File: config.mk
export PLATFORM = sky130hd
export DESIGN_NAME = uart_frame_tx
export DESIGN_NICKNAME = d
export VERILOG_FILES = /design/src/rtl/uart_pkg.sv /design/src/rtl/uart_baud_gen.sv /design/src/rtl/uart_frame_tx.sv
export SDC_FILE = /design/constraint.sdc
export NUM_CORES = 1
export LEC_CHECK = 0
export BUFFER_PORTS_ARGS = -buffer_cell sky130_fd_sc_hd__buf_2
export CAP_MARGIN = 20
export CORE_UTILIZATION = 51
export CTS_CLUSTER_SIZE = 24
export DETAILED_ROUTE_END_ITERATION = 8
export HOLD_SLACK_MARGIN = 0.1
export PLACE_DENSITY_LB_ADDON = 0.12
export SYNTH_ARGS = -nofsm -noshare
export SYNTH_HDL_FRONTEND = slang
export SYNTH_SLANG_ARGS = --single-unit
File: constraint.sdc
create_clock -name clk_in -period 2.3 [get_ports clk_in]
set_clock_uncertainty 0.05 [all_clocks]
set_input_delay 0.46 -clock clk_in [delete_from_list [all_inputs] [get_ports clk_in]]
set_output_delay 0.46 -clock clk_in [all_outputs]
set_load 0.005 [all_outputs]
File: src/rtl/uart_pkg.sv
// uart_pkg: shared UART state type, line levels and parity helper for tx/rx blocks.
// ST_PARITY exists only when UART_TX_PARITY_EN is defined.
package uart_pkg;
`ifdef UART_TX_PARITY_EN
   typedef enum logic [2:0] {ST_IDLE, ST_START, ST_DATA, ST_PARITY, ST_STOP} tx_state_e;
`else
   typedef enum logic [2:0] {ST_IDLE, ST_START, ST_DATA, ST_STOP} tx_state_e;
`endif
   localparam logic START_BIT = 1'b0;
   localparam logic STOP_BIT  = 1'b1;
   // Zero-extended words leave the XOR unchanged, so any width up to 9 fits.
   function automatic logic parity(input logic [8:0] d, input logic odd);
      return (^d) ^ odd;
   endfunction
endpackage

File: src/rtl/uart_baud_gen.sv
// uart_baud_gen: bit-time counter, 0..BIT_CYCLES-1 while enabled, held at 0 otherwise,
// with a one-cycle tick on the last clock of each bit.
module uart_baud_gen #(
   parameter int BIT_CYCLES = 16
) (
   input  logic clk_i,
   input  logic rst_i,
   input  logic en_i,
   output logic tick_o
);
   localparam int CW = $clog2(BIT_CYCLES);
   localparam logic [CW-1:0] LAST = CW'(BIT_CYCLES - 1);
   logic [CW-1:0] cnt_q, cnt_d;
   assign tick_o = en_i && (cnt_q == LAST);
   always_comb cnt_d = (!en_i || tick_o) ? '0 : cnt_q + 1'b1;
   always_ff @(posedge clk_i) cnt_q <= rst_i ? '0 : cnt_d;
endmodule

File: src/rtl/uart_frame_tx.sv
// uart_frame_tx: UART frame serializer (start, LSB-first data, optional parity, stop bits).
// Define UART_TX_PARITY_EN to insert a parity bit between data and stop.
module uart_frame_tx
   import uart_pkg::*;
#(
   parameter int CLK_FREQ   = 50000000,
   parameter int BAUD_RATE  = 9600,
   parameter int DATA_BITS  = 8,
   parameter int STOP_BITS  = 1,
   parameter int PARITY_ODD = 0
) (
   input  logic                 clk_in,
   input  logic                 rst_in,
   input  logic                 tx_valid,
   input  logic [DATA_BITS-1:0] tx_data,
   output logic                 tx_ready,
   output logic                 tx_busy,
   output logic                 tx_done,
   output logic                 rs232_tx
);
   localparam int BIT_CYCLES = CLK_FREQ / BAUD_RATE;
   localparam logic [3:0] LAST_DATA = 4'(DATA_BITS - 1);
   localparam logic [3:0] LAST_STOP = 4'(STOP_BITS - 1);

   if (BIT_CYCLES < 2 || DATA_BITS < 5 || DATA_BITS > 9 || (STOP_BITS != 1 && STOP_BITS != 2) ||
       (PARITY_ODD != 0 && PARITY_ODD != 1)) begin : g_bad_param
      $error("uart_frame_tx: illegal parameter set");
   end

   tx_state_e state_q, state_d;
   logic [3:0] bit_q, bit_d;
   logic [DATA_BITS-1:0] data_q, data_d;
   logic line_q, line_d, done_q, done_d, rdy_q, tick, accept;

   // rdy_q keeps tx_ready low through the reset cycle itself.
   assign tx_ready = rdy_q && (state_q == ST_IDLE);
   assign tx_busy  = state_q != ST_IDLE;
   assign tx_done  = done_q;
   assign rs232_tx = line_q;
   assign accept   = tx_valid && tx_ready;

   uart_baud_gen #(.BIT_CYCLES(BIT_CYCLES)) u_baud (
      .clk_i (clk_in),
      .rst_i (rst_in),
      .en_i  (tx_busy),
      .tick_o(tick)
   );

`ifdef UART_TX_PARITY_EN
   logic par_q, par_d;
   assign par_d = accept ? parity(9'(tx_data), 1'(PARITY_ODD)) : par_q;
   always_ff @(posedge clk_in) par_q <= rst_in ? 1'b0 : par_d;
`endif

   always_comb begin
      state_d = state_q;
      bit_d   = bit_q;
      data_d  = data_q;
      done_d  = 1'b0;
      case (state_q)
         ST_IDLE: if (accept) begin
            state_d = ST_START;
            data_d  = tx_data;
         end
         ST_START: if (tick) state_d = ST_DATA;
         ST_DATA: if (tick) begin
            data_d = data_q >> 1;
            if (bit_q == LAST_DATA) begin
               bit_d = '0;
`ifdef UART_TX_PARITY_EN
               state_d = ST_PARITY;
`else
               state_d = ST_STOP;
`endif
            end else bit_d = bit_q + 1'b1;
         end
`ifdef UART_TX_PARITY_EN
         ST_PARITY: if (tick) state_d = ST_STOP;
`endif
         ST_STOP: if (tick) begin
            if (bit_q == LAST_STOP) begin
               state_d = ST_IDLE;
               bit_d   = '0;
               done_d  = 1'b1;
            end else bit_d = bit_q + 1'b1;
         end
         default: state_d = ST_IDLE;
      endcase
      // Line level follows the next state so rs232_tx changes on the same edge as the FSM.
`ifdef UART_TX_PARITY_EN
      line_d = (state_d == ST_START) ? START_BIT : (state_d == ST_DATA) ? data_d[0] :
               (state_d == ST_PARITY) ? par_q : STOP_BIT;
`else
      line_d = (state_d == ST_START) ? START_BIT : (state_d == ST_DATA) ? data_d[0] : STOP_BIT;
`endif
   end

   always_ff @(posedge clk_in) begin
      if (rst_in) begin
         state_q <= ST_IDLE;
         bit_q   <= '0;
         data_q  <= '0;
         line_q  <= STOP_BIT;
         done_q  <= 1'b0;
         rdy_q   <= 1'b0;
      end else begin
         state_q <= state_d;
         bit_q   <= bit_d;
         data_q  <= data_d;
         line_q  <= line_d;
         done_q  <= done_d;
         rdy_q   <= 1'b1;
      end
   end
endmodule
======== After elaboration in Yosys (flattened, before gate mapping) ========
Cells that the tools add are included.
W data, S select, Z words.
word-level totals
  flip-flop bits (word level) ............. 31
  output and inout bits ................... 4
  word-level logic and storage cells ...... 55
cells by class
  add/subtract/negate cells ............... 2
  equal/unequal tests ..................... 10
  multiplexer cells ....................... 19
  bitwise logic cells ..................... 2
  reduce and logical (&&, ||, !) cells .... 14
operators by type and width
  kind                     count
  $mux W3                  6
  $mux W4                  4
  $mux W8                  2
  $pmux W8 S2              1
  $add A13 B1 Y13 const B  1
  $eq A13 B13 Y1 const B   1
  $pmux W3 S4              1
  $eq A3 B2 Y1 const B     3
  $pmux W4 S2              1
  $eq A3 B1 Y1 const B     2
  $reduce_and A3 Y1        2
  $add A4 B1 Y4 const B    1
  $eq A4 B3 Y1 const B     1
  $logic_not A4 Y1         1
  $mux W1                  4
  $ne A2 B1 Y1 const B     2
  $reduce_bool A2 Y1       2
  $logic_and A1 B1 Y1      3
  $logic_not A3 Y1         1
  $reduce_bool A3 Y1       1
  $reduce_or A3 Y1         1
  $ne A2 B2 Y1 const B     1
  $not A1 Y1               2
  $reduce_or A2 Y1         1
  2 further kinds          2

======== Longest topological paths before layout ========
  depth after elaboration ................. 8
  gate-level depth with buffers ........... 6
  depth with buffers taken out ............ 6

======== Modules after synthesis ========
A second synthesis with hierarchy kept.
second synthesis, totals
  cells, all modules ...................... 161
  area, all modules ....................... 1562.7 um2
by module, submodules not included
  module         instances  cells an instance  area each (um2)  sequential area each (um2)
  uart_frame_tx  1          89                 837.1            360.3
  uart_baud_gen  1          72                 725.7            260.2

======== Worst setup path before layout ========
No wires, ideal clock.
  path type ............................... register to register
  start ................................... register u_baud.cnt_q[8]
  end ..................................... register bit_q[3]
  data arrival time ....................... 2.110 ns
  data required time ...................... 2.180 ns
  path slack .............................. 0.069 ns
  cell stages (with the launch flop) ...... 6
  period minus slack after synthesis ...... 2.231 ns
  path through ............................ dfxtp_1 > or4b_4 > or4_1 > buf_2 > or4_1 > a21oi_1
on the way
  longest elaborated chain between the ends .. 4
ends and longest elaborated chain
  element                        line                  RTL
  start: declaration             uart_baud_gen.sv:13   logic [CW-1:0] cnt_q, cnt_d;
  start signal: assignment       uart_baud_gen.sv:16   always_ff @(posedge clk_i) cnt_q <= rst_i ? '0 : cnt_d;
  $eq A13 B13 Y1 *               uart_baud_gen.sv:14   assign tick_o = en_i && (cnt_q == LAST);
  $logic_and A1 B1 Y1 *          uart_baud_gen.sv:14
  $ne A2 B1 Y1 (no line)         -
  $reduce_and A3 Y1 (no line) *  -
  end signal: assignment         uart_frame_tx.sv:108  bit_q <= bit_d;
  end: declaration               uart_frame_tx.sv:31   logic [3:0] bit_q, bit_d;
Every way passes the cells marked *; elsewhere a longest branch is shown, timed or not.
A chain may end at the register's enable or synchronous reset.

======== Worst setup path after layout ========
  start ................................... register u_baud.cnt_q[9]
  end ..................................... register bit_q[3]
Same word-level chain as after synthesis.

==> results.py <==
metrics = {
    "critical_path": {
        "crit_arrival_ns": 2.40,
        "cp-start-kind": "flip-flop",
        "worstSetupEndpointType": "flip-flop",
        "cp.required_ns": 2.51,
        "critPathMaxFanout": 5,
        "worstSetupPathType": "flip-flop to flip-flop",
    },
    "clocking": {
        "clk_pin_slew_ns": 0.10,
        "clock_tree.root_cell": "clkbuf_4",
        "postCtsSetupBuffers": 0,
        "htreeDepth": 2,
        "cts_tree": "yes",
        "clock-sinks": 31,
        "cts_buffer_depth": 2,
        "cts-buffers-inserted": 5,
        "hold_buffers": 0,
        "clk_latency_ns": 0.32,
        "ctsResizeCount": 0,
    },
    "drt": {
        "routed-via-count": 1331,
        "wirelength_um": 3210,
        "drtIter0Drc": 58,
        "vias_per_cell": 5.86,
        "ant_nets": 0,
        "wire_per_inst_um": 14.1,
        "first_pass_iters": 4,
        "drc": 0,
    },
    "synthesis": {
        "ys.flop_type": "dfxtp_1",
        "synth_cell_type_count": 41,
        "netlist_area_um2": 1480,
        "synth_edf_count": 0,
        "postSynthNetCount": 188,
        "async_reset_ff_frac": 0,
        "yosysWarnings": 0,
        "ys_ff_latch": 31,
        "synth_cells": 174,
        "syn_avg_cell_area_um2": 8.52,
        "synth-seq-area-share": 0.419,
    },
    "grt": {
        "grt_remaining_overflow": 0,
        "grt_max_degree": 13,
        "grt_pass1_vias": 1240,
        "grt_pass1_wl_um": 5520,
        "antenna_found_initial": 0,
        "grt_usage": 0.226,
    },
    "floorplanning": {
        "coreArea_um2": 2760,
        "die_x_um": 55.9,
        "die_area_um2": 3130,
        "start_util": 0.538,
        "rows": 19,
        "chipHeight_um": 55.9,
        "ioPinCount": 15,
    },
    "sta": {
        "setup_viol": 0,
        "finalSetupTns_ns": 0,
        "hold_viol_final": 0,
        "max_freq_mhz": 456,
        "rsz0062_at_grt": "no",
        "post-route-period-util": 0.953,
        "finalWorstSetupSlack_ns": 0.108,
        "slew_viol_final": 0,
        "min_period_ns": 2.19,
        "hold_ws_ns": 0.310,
    },
    "layout": {
        "stdcell_area_um2": 1700,
        "drive_above_1_share": 0.163,
        "fin_nets": 209,
        "diodes": 0,
        "area_growth_pct": 14.8,
    },
    "power_and_ir_drop": {
        "pwr_density_cell_nw_per_um2": 613,
        "worst_ir_drop_vdd_v": 0.000507,
        "p_leak_uw": 0.000605,
    },
    "status": {
        "status": "complete, no violations",
    },
    "placed_design": {
        "gp_congestion": 0.811,
        "preCtsSetupSlack_ns": 0.129,
        "port-buffer-count": 14,
        "dp_hpwl_um": 2310,
        "dpl_cell_area_um2": 1610,
    },
    "hold_path": {
        "holdCritPathClass": "input port to flip-flop",
    },
    "flow_run": {
        "cap_violations": 0,
    },
}
sequential cells by signal, indices dropped and copies added (netlist names):
register	cells
bit_q	4
state_q	3
u_baud.cnt_q	13
rs232_tx	1
data_q	8
tx_done	1
rdy_q	1
area by class of cell:
class | count | area [um^2]
well taps | 31 | 38.8
multi-input cells | 128 | 807
repair buffers | 20 | 115
clock buffers | 6 | 51.3
clock inverters | 2 | 35.0
flip-flops and latches | 31 | 621
inverters | 9 | 33.8
fillers | 256 | 1060
metal layers:
| metal | vias up | GRT usage | part of all wire |
|---|---|---|---|
| met4 | 0 | 0.0941 | 0.012 |
| li1 | 671 | - | - |
| met5 | - | 0 | 0 |
| met1 | 624 | 0.297 | 0.46 |
| met3 | 6 | 0.0651 | 0.053 |
| met2 | 30 | 0.349 | 0.48 |
power by group:
group	switching, uW	total, uW	internal, uW
clock network	184	441	257
registers	7.99	554	546
logic	26.6	47.6	20.9
total	219	1040	824
logic make-up after synthesis:
group / after synthesis / synth area share
AOI/OAI and AO/OA: 29 / 0.132
xor gates and xnor gates: 11 / 0.0650
adders and majority gates: 3 / 0.0253
buffers and inverters: 15 / 0.0388
DFF: 31 / 0.419
muxes: 3 / 0.0203
other: 1 / 0.00253
and+or+nand+nor: 81 / 0.298
placed cells by master (no fill, tap or decap), drive strengths merged, types with 6 or more instances in the layout:
master,netlist,layout
nand3,18,18
inv,9,9
xnor2,9,9
nor2,23,23
nand2,6,6
a22oi,6,6
a21oi,9,9
buf,1,20
dfxtp,31,31
clkbuf,5,6
worst paths after layout:
kind	startpoint	to	slack, ns	depth (start not counted)
max	u_baud.cnt_q[9]$_SDFF_PP0_	bit_q[3]$_SDFFE_PP0P_	0.11	4
min	tx_data[7]	data_q[7]$_SDFFE_PP0P_	0.31	3
max reg2reg	u_baud.cnt_q[9]$_SDFF_PP0_	bit_q[3]$_SDFFE_PP0P_	0.11	4
min reg2reg	data_q[1]$_SDFFE_PP0P_	data_q[1]$_SDFFE_PP0P_	0.42	2
synthesized netlist by cell type (all sizes together) (3+ instances only):
master / n / area share
nand4: 4 / 0.017
nor3: 5 / 0.017
nor2: 23 / 0.058
o21a: 3 / 0.015
clkbuf: 5 / 0.013
nand2: 6 / 0.015
xnor2: 9 / 0.053
dfxtp: 31 / 0.42
ha: 3 / 0.025
and3: 3 / 0.013
inv: 9 / 0.023
a21oi: 9 / 0.030
a22oi: 6 / 0.030
mux2i: 3 / 0.020
nand3: 18 / 0.061
nor4: 5 / 0.021
metrics by stage:
step / std cells / utilization / total power, uW
final: 227 / 0.617 / 1040
after global routing: 227 / 0.617 / 1100
after CTS: 227 / 0.616 / 1060
after detailed placement: 219 / 0.585 / 614
after global placement: 219 / 0.585 / 611
after floorplan: 174 / - / 593
worst max-delay path, cell delays in order, from the launching register on:
cell and delay [ns]:
dfxtp_1 0.37, or4b_4 0.55, or4_1 0.51, or4_1 0.51
a21oi_1 0.13
Note: power is estimated with default switching activity, not from simulation.
